`src/rtl/spi_host_master.sv`:
```
// spi_host_master: SPI initiator that shifts an 8-bit opcode to the
// game-core responder and clocks back its 24-bit reply.
module spi_host_master #(
  parameter int CLK_DIV      = 4,
  parameter int DONE_TIMEOUT = 1024
) (
  input  logic        clk,
  input  logic        reset,
  input  logic        start,
  input  logic [7:0]  opcode_in,
  output logic        busy,
  output logic        reply_valid,
  output logic [23:0] reply_out,
  output logic        timeout,
  output logic        sck,
  output logic        mosi,
  input  logic        miso,
  output logic        load,
  input  logic        slave_done
);

  localparam int DW = $clog2(CLK_DIV + 1);
  localparam int TW = $clog2(DONE_TIMEOUT + 1);

  localparam logic [DW-1:0] DIV_LAST = DW'(CLK_DIV - 1);
  localparam logic [DW-1:0] DIV_ONE  = DW'(1);
  localparam logic [TW-1:0] TMO_LAST = TW'(DONE_TIMEOUT - 1);
  localparam logic [TW-1:0] TMO_ONE  = TW'(1);

  typedef enum logic [2:0] {
    S_IDLE,
    S_SETUP,
    S_SHOP,
    S_REL,
    S_WAIT,
    S_SHRP,
    S_DONE
  } state_t;

  state_t        r_state;
  logic [DW-1:0] r_div;
  logic [4:0]    r_bits;
  logic [TW-1:0] r_wait;
  logic [7:0]    r_op;
  logic [22:0]   r_shift;
  logic [1:0]    r_miso_q;
  logic [1:0]    r_done_q;

  logic w_miso_s;
  logic w_done_s;
  logic w_div_end;

  assign w_miso_s  = r_miso_q[1];
  assign w_done_s  = r_done_q[1];
  assign w_div_end = (r_div == DIV_LAST);

  always_ff @(posedge clk) begin
    if (reset) begin
      r_miso_q <= '0;
      r_done_q <= '0;
    end else begin
      r_miso_q <= {r_miso_q[0], miso};
      r_done_q <= {r_done_q[0], slave_done};
    end
  end

  // sck toggles at the end of each CLK_DIV-cycle half period;
  // the current sck level tells which half of a bit we are in.
  always_ff @(posedge clk) begin
    if (reset) begin
      r_state     <= S_IDLE;
      r_div       <= '0;
      r_bits      <= '0;
      r_wait      <= '0;
      r_op        <= '0;
      r_shift     <= '0;
      busy        <= 1'b0;
      reply_valid <= 1'b0;
      reply_out   <= '0;
      timeout     <= 1'b0;
      sck         <= 1'b0;
      mosi        <= 1'b0;
      load        <= 1'b0;
    end else begin
      reply_valid <= 1'b0;
      timeout     <= 1'b0;
      unique case (r_state)
        S_IDLE: begin
          if (start) begin
            r_op    <= opcode_in;
            busy    <= 1'b1;
            load    <= 1'b1;
            mosi    <= opcode_in[7];
            r_div   <= '0;
            r_state <= S_SETUP;
          end
        end
        S_SETUP: begin
          if (w_div_end) begin
            r_div   <= '0;
            r_bits  <= 5'd7;
            r_state <= S_SHOP;
          end else begin
            r_div <= r_div + DIV_ONE;
          end
        end
        S_SHOP: begin
          if (!w_div_end) begin
            r_div <= r_div + DIV_ONE;
          end else begin
            r_div <= '0;
            sck   <= ~sck;
            if (sck) begin
              if (r_bits == 5'd0) begin
                r_state <= S_REL;
              end else begin
                r_bits <= r_bits - 5'd1;
                mosi   <= r_op[r_bits[2:0] - 3'd1];
              end
            end
          end
        end
        S_REL: begin
          if (w_div_end) begin
            r_div   <= '0;
            load    <= 1'b0;
            mosi    <= 1'b0;
            r_wait  <= '0;
            r_state <= S_WAIT;
          end else begin
            r_div <= r_div + DIV_ONE;
          end
        end
        S_WAIT: begin
          if (w_done_s) begin
            r_div   <= '0;
            r_bits  <= 5'd23;
            r_state <= S_SHRP;
          end else if (r_wait == TMO_LAST) begin
            reply_out   <= '0;
            reply_valid <= 1'b1;
            timeout     <= 1'b1;
            r_state     <= S_DONE;
          end else begin
            r_wait <= r_wait + TMO_ONE;
          end
        end
        S_SHRP: begin
          if (!w_div_end) begin
            r_div <= r_div + DIV_ONE;
          end else begin
            r_div <= '0;
            sck   <= ~sck;
            if (sck) begin
              r_shift <= {r_shift[21:0], w_miso_s};
              if (r_bits == 5'd0) begin
                reply_out   <= {r_shift, w_miso_s};
                reply_valid <= 1'b1;
                r_state     <= S_DONE;
              end else begin
                r_bits <= r_bits - 5'd1;
              end
            end
          end
        end
        S_DONE: begin
          busy    <= 1'b0;
          r_state <= S_IDLE;
        end
        default: r_state <= S_IDLE;
      endcase
    end
  end

endmodule

```
`config.mk`:
```
export PLATFORM = sky130hd
export DESIGN_NAME = spi_host_master
export DESIGN_NICKNAME = d
export VERILOG_FILES = /design/src/rtl/spi_host_master.sv
export SDC_FILE = /design/constraint.sdc
export NUM_CORES = 1
export LEC_CHECK = 0
export CAP_MARGIN = 25
export CORE_ASPECT_RATIO = 0.5
export CORE_UTILIZATION = 35
export CTS_BUF_LIST = sky130_fd_sc_hd__clkbuf_16
export DETAILED_ROUTE_END_ITERATION = 16
export SLEW_MARGIN = 20
export SYNTH_ARGS = -nofsm -noshare
export SYNTH_HDL_FRONTEND = slang
export SYNTH_SLANG_ARGS = --single-unit
```
`constraint.sdc`:
```
create_clock -name clk -period 2.6 [get_ports clk]
set_clock_uncertainty 0.15 [all_clocks]
set_input_delay 0.39 -clock clk [delete_from_list [all_inputs] [get_ports clk]]
set_output_delay 0.39 -clock clk [all_outputs]
set_load 0.02 [all_outputs]
```
==> results of run 1 <==
[metrics by stage]
| stage | instance area [um2] | total power, mW |
|---|---|---|
| after floorplan | 3680 | 1.97 |
| after CTS | 4560 | 3.50 |
| after detailed placement | 4240 | 2.11 |
| after global routing | 4560 | 3.65 |
| after global placement | 4240 | 2.10 |
| final | 4560 | 3.45 |
[power groups by stage]
stage                     combinational [mW]  sequential (mW)  clock [mW]
final                                  0.569             1.50        1.37
after global routing                   0.647             1.52        1.48
after CTS                              0.579             1.51        1.41
after detailed placement               0.574             1.53           0
after global placement                 0.570             1.53           0
after floorplan                        0.464             1.50           0
[metal layers]
metal / GRT usage / routed length, um / vias to the layer above
met2: 0.235 / 3270 / 33
met1: 0.186 / 3760 / 1354
met4: 0.0619 / 47 / 0
li1: - / - / 1509
met5: 0 / 0 / -
met3: 0.0411 / 177 / 5
[Yosys cell counts (all sizes together), types with 2 or more instances]
library cell  count
nor4b             3
nor2             30
and2              2
a2111oi           3
nand2            91
a211oi            2
nand2b           19
and3              4
clkbuf           15
a22o              8
a22oi             2
a21oi            45
nand3             7
ha                3
nand4             3
o21ai             5
mux4              2
inv               8
nor2b             5
nor3              4
nor4              2
nor3b             4
buf               7
a311oi            2
dfxtp            87
a31o              2
nand3b            4
xnor2             7
mux2i            21
[final timing paths]
kind                            slack, ns  depth (start not counted)         from     endpoint
worst max register to register       0.26                          7    r_bits[0]  reply_valid
worst min-delay path                 0.28                          1  r_done_q[0]  r_done_q[1]
worst min register to register       0.28                          1  r_done_q[0]  r_done_q[1]
worst max-delay path                 0.26                          7    r_bits[0]  reply_valid
[flip-flops by register name, indices dropped and copies added (netlist names)]
| register | count |
|---|---|
| r_done_q | 2 |
| r_miso_q | 2 |
| sck | 1 |
| r_shift | 23 |
| reply_valid | 1 |
| r_div | 3 |
| r_bits | 5 |
| r_op | 8 |
| reply_out | 24 |
| r_state | 3 |
| load | 1 |
| r_wait | 11 |
| mosi | 1 |
| busy | 1 |
| timeout | 1 |
[logic make-up (layout without fill, tap and decap cells)]
group / count (synthesis) / in the layout / synth area share
muxes: 23 / 23 / 0.0694
AOI/OAI and AO/OA: 81 / 81 / 0.149
adders and majority gates: 3 / 3 / 0.0102
buffers and inverters: 30 / 78 / 0.0412
DFF: 87 / 87 / 0.473
xor gates and xnor gates: 8 / 8 / 0.0190
and+or+nand+nor: 182 / 182 / 0.237
[cell type report]
| cell class | instances | area, um2 | area share |
|---|---|---|---|
| repair buffers | 54 | 505 | 0.111 |
| multi-input cells | 297 | 1790 | 0.392 |
| inverters | 8 | 30.0 | 0.00659 |
| clock buffers | 9 | 225 | 0.0494 |
| flip-flops and latches | 87 | 1740 | 0.382 |
| well taps | 140 | 175 | 0.0384 |
| clock inverters | 7 | 95.1 | 0.0209 |
[worst max-delay path: cells and delay by family, from the launching register on]
kind                       cells  cell delay (ns)
adders and majority gates      1             0.22
buffers and inverters          1             0.07
and+or+nand+nor                4             1.20
AOI/OAI and AO/OA              1             0.23
DFF                            1             0.36
==> flow_summary.yaml, run 1 <==
outcome:
  outcome: "finished with violations"
  violations: "design-rule violations"
cts:
  clock_path_buffers: 2
  htreeDepth: 3
  clock_latency_ns: 0.34
  cts_resized: 0
  cts_buffers: 9
  clock-root-buffer: "clkbuf_16"
  tritoncts: "built"
  clkSinkCount: 87
  ctsHoldBuffers: 0
  cts_setup_buffers: 0
  path_clk_slew_ns: 0.07
sta:
  fin_ws_ns: 0.260
  hold_violations: 0
  whs_ns: 0.283
  rsz0062_at_grt: "false"
  slew-limit-headroom: 0.570
  slew_violations: 0
  clock.fmax_mhz: 427
  finalCritPeriodShare: 0.900
  worst_pin_slew_ns: 0.629
  period_minus_slack_ns: 2.34
  timing.setup.tns_ns: 0
  setup_viol: 0
yosys:
  syn_avg_cell_area_um2: 8.89
  synth_cell_types: 58
  synth_top_area_cell: "dfxtp_1"
  yosys.area.top_type_share: 0.473
  syn_nets: 430
  synthArstFlopShare: 0
  netlist_top_cells_area: "dfxtp_1 47%, nand2_1 9.2%, a21oi_1 6.1%, mux2i_1 5.7%, nand2b_1 3.2%"
  synth_flop_cell: "dfxtp_1"
  yosys_warnings: 0
  syn_area_um2: 3680
  synth-seq-area-share: 0.473
  syn_inst: 414
  ys_ff_latch: 87
  synth_edf_count: 0
grt:
  antenna_found_initial: 0
  grt_pass1_wl_mm: 12.5
  grt_max_degree: 34
  grt.total_usage: 0.146
  grt_pass1_vias: 2636
  grt.overflow.total: 0
floorplan:
  row_count: 26
  die_area_um2: 10900
  fp.coreArea_um2: 10200
  die_h_um: 74.5
  pin_count: 43
  initial_core_util: 0.360
  fp.dieW_um: 147
route:
  ant_nets: 0
  totalWireLength_mm: 7.26
  via_per_inst: 4.82
  drc: 2
  vias: 2901
  drtPass1Iterations: 10
  drt-initial-drc-count: 127
  wl_per_cell_um: 12.1
finish:
  syn2layout_area_growth_pct: 23.9
  drive_gt1_frac: 0.0996
  final_common_cell: "nand2_1"
  fin_util: 0.446
  n_antenna_cell: 0
  stdcell_count: 602
  fill_cells: 1044
  layout_common_cells: "90 x nand2_1, 87 x dfxtp_1, 45 x a21oi_1"
  final_nets: 473
power_and_ir_drop:
  power_switching_mw: 0.923
  peakVddDrop_uv: 357
  pwr_density_cell_nw_per_um2: 756
  p_leak_nw: 1.54
  p_int_mw: 2.53
  swShare: 0.268
  p_comb_frac: 0.165
  seqPwrFrac: 0.436
  pwr-share-clk: 0.399
critical_path:
  critPathSlowestCell: "and2_4"
  crit_type: "flop to flop"
  endpoint_kind: "flop"
  cpPeakStageDelay_ns: 0.37
  critPathArrivalTime_ns: 2.44
  critPathLaunchType: "flop"
  cp.required_ns: 2.70
  critPathMaxFanout: 17
  crit_chain: "inv_1 > ha_1 > nor4b_1 > nand3_1 > a21oi_1 > and2_4 > nor3b_1"
placed_design:
  io_buffers: 42
  post-place-ws_ns: 0.326
  gp_congestion: 0.716
  dp_hpwl_mm: 4.90
  dp_cells: 586
worst_hold_path:
  hold_path_class: "flop to flop"
flow_run:
  drv_cap: 0
(Power assumes the default switching activity.)
==> run 2: changes to the inputs <==
--- a/config.mk
+++ b/config.mk
@@ -10,6 +10,7 @@
 export CORE_UTILIZATION = 35
 export CTS_BUF_LIST = sky130_fd_sc_hd__clkbuf_16
 export DETAILED_ROUTE_END_ITERATION = 16
+export PLACE_DENSITY = 0.52
 export SLEW_MARGIN = 20
 export SYNTH_ARGS = -nofsm -noshare
 export SYNTH_HDL_FRONTEND = slang
==> run 2 against run 1 <==
Effect of this change:
- the flow now finishes without violations
- worst hold slack gained 0.0010 ns
- maximum frequency grew 4.1%
- die area is the same
- via count shrank 0.41%
- final cell count grew 0.17%
- setup slack gained 0.092 ns
- power shrank 0.85%
- count of clock-buffer cells in the layout is the same
- critical endpoint is now reply_out[19]
- largest power group unchanged
==> flow_summary.yaml, run 2 (synthesized netlist as in run 1, its figures left out) <==
outcome:
  outcome: "finished clean"
flow_run:
  drv_cap: 0
critical_path:
  critPathArrivalTime_ns: 2.37
  critPathSlowestCell: "and2_4"
  worstRegToRegCells: 7
  rrSetupSlack_ns: 0.35
  endpoint_kind: "flop"
  crit_chain: "inv_1 > ha_1 > nor4b_1 > nand3_1 > a21oi_1 > and2_4 > mux2i_1"
  rr_endpoint: "reply_out[19]"
  cp.required_ns: 2.73
  crit_path_start: "r_bits[0]"
  r2r-start: "r_bits[0]"
  cpPeakStageDelay_ns: 0.37
  critPathMaxFanout: 17
  crit_end: "reply_out[19]"
  critPathLaunchType: "flop"
  crit_type: "flop to flop"
cts:
  path_clk_slew_ns: 0.06
  ctsHoldBuffers: 0
  clock_latency_ns: 0.34
  cts_resized: 0
  htreeDepth: 3
  cts_setup_buffers: 0
  clkSinkCount: 87
  tritoncts: "built"
  clock_path_buffers: 2
  cts_buffers: 9
  clock-root-buffer: "clkbuf_16"
grt:
  grt.total_usage: 0.155
  grt_pass1_wl_mm: 13.2
  grt.overflow.total: 0
  antenna_found_initial: 0
  grt_pass1_vias: 2718
  grt_max_degree: 34
route:
  vias: 2889
  wl_per_cell_um: 12.8
  via_per_inst: 4.79
  totalWireLength_mm: 7.69
  drtPass1Iterations: 4
  drc: 0
  drt-initial-drc-count: 142
  ant_nets: 0
sta:
  finalCritPeriodShare: 0.865
  worst_pin_slew_ns: 0.530
  slew_violations: 0
  slew-limit-headroom: 0.637
  setup_viol: 0
  timing.setup.tns_ns: 0
  clock.fmax_mhz: 445
  period_minus_slack_ns: 2.25
  hold_violations: 0
  rsz0062_at_grt: "false"
floorplan:
  fp.coreArea_um2: 10200
  initial_core_util: 0.360
  row_count: 26
  fp.dieW_um: 147
  pin_count: 43
  die_area_um2: 10900
  die_h_um: 74.5
finish:
  regMostFlops: "reply_out"
  drive_gt1_frac: 0.104
  final_nets: 474
  fin_util: 0.445
  final_common_cell: "nand2_1"
  n_antenna_cell: 0
  top_regs: "reply_out x24, r_shift x23, r_wait x11"
  layout_common_cells: "90 x nand2_1, 87 x dfxtp_1, 45 x a21oi_1"
  stdcell_count: 603
  syn2layout_area_growth_pct: 23.6
  largest_reg_flops: 24
  fill_cells: 1038
  postLayoutCellArea_um2: 4550
placed_design:
  post_dp_cell_area_um2: 4250
  dp_cells: 587
  dp_hpwl_mm: 5.18
  gp_congestion: 0.715
  io_buffers: 42
power_and_ir_drop:
  pwr_density_cell_nw_per_um2: 752
  peakVddDrop_uv: 350
  p_leak_nw: 1.53
worst_hold_path:
  holdPathStages: 1
  worstHoldStart: "r_done_q[0]"
  hold_path_class: "flop to flop"
==> run 2: cell types whose count changed in the layout (fill, tap and decap cells not counted) <==
cell	change
buf_4	+1
inv_6	+1
clkinvlp_4	+2
bufinv_16	-1
clkinv_4	-1
inv_1	-1
==> run 2: final cells by class <==
cell class                 count  area, um2  share of cell area
inverter                       8       30.0             0.00660
timing repair buffer          55        513               0.113
multi-input combinational    297       1790               0.393
sequential                    87       1740               0.383
clock buffer                   9        225              0.0495
tap                          140        175              0.0385
clock inverter                 7       76.3              0.0168
==> run 2: per-layer routing <==
layer	track usage	share of wire	vias to the layer above
met3	0.0466	0.030	9
li1	-	-	1508
met2	0.246	0.44	30
met1	0.203	0.52	1342
met5	0	0	-
met4	0.0550	0.013	0
==> run 2: how the worst min path moves through the flow <==
stage,endpoint,slack [ns]
after global routing,r_done_q[1],0.33
after floorplan,r_done_q[1],0.26
final,r_done_q[1],0.28
after global placement,r_done_q[1],0.28
after CTS,r_done_q[1],0.29
after detailed placement,r_done_q[1],0.27
==> run 2: worst max-delay path, delay by kind of cell, from the launching register on <==
kind	cells	cell delay (ns)
compound gates	1	0.23
mux	1	0.22
simple gates	3	0.91
flops	1	0.36
fa+ha+maj	1	0.22
buf+inv	1	0.08
==> run 2: report_power, final <==
part	internal [mW]	switching, mW	leakage, nW	total [mW]
logic	0.289	0.337	0.679	0.626
registers	1.41	0.0679	0.704	1.47
clock network	0.753	0.566	0.143	1.32
==> run 2: stage by stage <==
| step | setup WS, ns | hold slack [ns] | power [mW] |
|---|---|---|---|
| floorplan | 0.551 | 0.264 | 1.97 |
| global placement | 0.381 | 0.278 | 2.13 |
| detailed placement | 0.327 | 0.272 | 2.13 |
| CTS | 0.301 | 0.288 | 3.47 |
| global route | 0.0819 | 0.327 | 3.62 |
| finish | 0.352 | 0.284 | 3.42 |
==> run 3: changes to the inputs <==
==> constraint.sdc (replaced) <==
create_clock -name clk -period 2.8 [get_ports clk]
set_clock_uncertainty 0.15 [all_clocks]
set_input_delay 0.42 -clock clk [delete_from_list [all_inputs] [get_ports clk]]
set_output_delay 0.42 -clock clk [all_outputs]
set_load 0.02 [all_outputs]
==> run 3 against run 2 <==
Effect of this change:
- largest cell class unchanged
- final cell count fell by 0.66%
- first-iteration DRC count rose by 11%
- critical path type unchanged
- combinational power fell by 16%
- largest power group unchanged
- worst hold slack improved by 0.0024 ns
- highest routed layer unchanged
- count of clock-buffer cells in the layout did not move
- non-clock buffer count fell by 4
- via count fell by 0.97%
- sequential power fell by 5%
- power fell by 8.1%
- critical path depth did not move
- final area fell by 0.58%
==> flow_summary.yaml, run 3 (synthesized netlist as in run 1, its figures left out) <==
cts:
  clock_latency_ns: 0.34
  clock_path_buffers: 2
  clkSinkCount: 87
  ctsHoldBuffers: 0
  cts_buffers: 9
  tritoncts: "built"
  cts_setup_buffers: 0
  cts_resized: 0
  clock-root-buffer: "clkbuf_16"
  path_clk_slew_ns: 0.06
  htreeDepth: 3
grt:
  grt.overflow.total: 0
  grt_pass1_vias: 2591
  grt_util_met1: 0.196
  grt_max_degree: 49
  grt_pass1_wl_mm: 12.6
  met3_usage: 0.0442
  grt_most_used_layer: "met2"
  antenna_found_initial: 0
  grt.total_usage: 0.147
  grtUsageMet2: 0.227
power_and_ir_drop:
  peakVddDrop_uv: 292
  p_leak_nw: 1.51
  swShare: 0.280
  p_int_mw: 2.26
  power_switching_mw: 0.880
  pwr-share-clk: 0.387
  seqPwrFrac: 0.445
  finalPower_mw: 3.14
  pwr_density_cell_nw_per_um2: 695
  p_comb_frac: 0.168
sta:
  worst_pin_slew_ns: 0.582
  slew_violations: 0
  rsz0062_at_grt: "false"
  period_minus_slack_ns: 2.26
  fin_ws_ns: 0.539
  clock.fmax_mhz: 442
  slew-limit-headroom: 0.612
  timing.setup.tns_ns: 0
  setup_viol: 0
  finalCritPeriodShare: 0.808
  hold_violations: 0
worst_hold_path:
  hold_path_class: "flop to flop"
  holdPathEnd: "r_miso_q[1]"
  holdPathStages: 1
  worstHoldStart: "r_miso_q[0]"
critical_path:
  critPathMaxFanout: 17
  critPathArrivalTime_ns: 2.37
  critPathLaunchType: "flop"
  endpoint_kind: "flop"
  cp.required_ns: 2.91
  rrSetupSlack_ns: 0.54
  cpPeakStageDelay_ns: 0.37
  critPathSlowestCell: "and2_4"
  crit_chain: "inv_1 > ha_1 > nor4b_1 > nand3_1 > a21oi_1 > and2_4 > mux2i_1"
  rr_endpoint: "reply_out[3]"
  crit_type: "flop to flop"
  r2r-start: "r_bits[0]"
  worstRegToRegCells: 7
finish:
  drive_gt1_frac: 0.0959
  fin_util: 0.443
  postLayoutCellArea_um2: 4520
  regMostFlops: "reply_out"
  top_regs: "reply_out x24, r_shift x23, r_wait x11"
  n_antenna_cell: 0
  layout_common_cells: "90 x nand2_1, 87 x dfxtp_1, 45 x a21oi_1"
  final_common_cell: "nand2_1"
  syn2layout_area_growth_pct: 22.9
  final_nets: 470
  largest_reg_flops: 24
  fill_cells: 1067
floorplan:
  die_area_um2: 10900
  fp.coreArea_um2: 10200
  row_count: 26
  die_h_um: 74.5
  initial_core_util: 0.360
  pin_count: 43
  fp.dieW_um: 147
route:
  wl_per_cell_um: 12.4
  drt-initial-drc-count: 157
  ant_nets: 0
  vias: 2861
  drc: 0
  via_per_inst: 4.78
  drtPass1Iterations: 4
  totalWireLength_mm: 7.42
outcome:
  outcome: "finished clean"
placed_design:
  dp_hpwl_mm: 4.92
  post-place-ws_ns: 0.502
  post_dp_cell_area_um2: 4220
  gp_congestion: 0.706
  io_buffers: 42
flow_run:
  drv_cap: 0
[run 3: stage by stage]
stage               cells  hold slack (ns)
floorplan             414            0.264
global placement      583            0.274
detailed placement    583            0.276
CTS                   599            0.298
global route          599            0.307
finish                599            0.287
[run 3: worst max-delay path by stage]
| stage | slack [ns] | from | end | depth (start not counted) |
|---|---|---|---|---|
| finish | 0.54 | r_bits[0] | reply_out[3] | 7 |
| detailed placement | 0.50 | r_bits[0] | reply_out[6] | 7 |
| floorplan | 0.75 | r_wait[0] | reply_out[11] | 8 |
| global placement | 0.55 | r_state[1] | r_wait[5] | 4 |
| CTS | 0.48 | r_bits[0] | reply_out[3] | 7 |
| global route | 0.30 | r_bits[0] | reply_out[8] | 7 |
[run 3: power groups by stage]
stage	clock network [mW]	logic [mW]	registers [mW]
floorplan	0	0.431	1.39
global placement	0	0.534	1.43
detailed placement	0	0.536	1.43
CTS	1.26	0.538	1.40
global route	1.32	0.599	1.41
finish	1.22	0.528	1.40
[run 3: metal layers]
metal  vias to the layer above  wire length (um)
met4                         0                90
met5                         -                 0
met3                         9               200
li1                       1508                 -
met1                      1319              3910
met2                        25              3220
[run 3: cell type report]
| class | count | area (um2) | share of cell area |
|---|---|---|---|
| Multi-Input combinational cell | 297 | 1790 | 0.395 |
| Tap cell | 140 | 175 | 0.0387 |
| Timing Repair Buffer | 51 | 483 | 0.107 |
| Clock inverter | 7 | 80.1 | 0.0177 |
| Inverter | 8 | 30.0 | 0.00664 |
| Sequential cell | 87 | 1740 | 0.385 |
| Clock buffer | 9 | 225 | 0.0498 |
[run 3: critical path, delay by kind of cell, from the launching register on]
family,cells,cell delay (ns)
compound gates,1,0.23
fa+ha+maj,1,0.23
buf+inv,1,0.08
flops,1,0.36
mux,1,0.22
simple gates,3,0.91
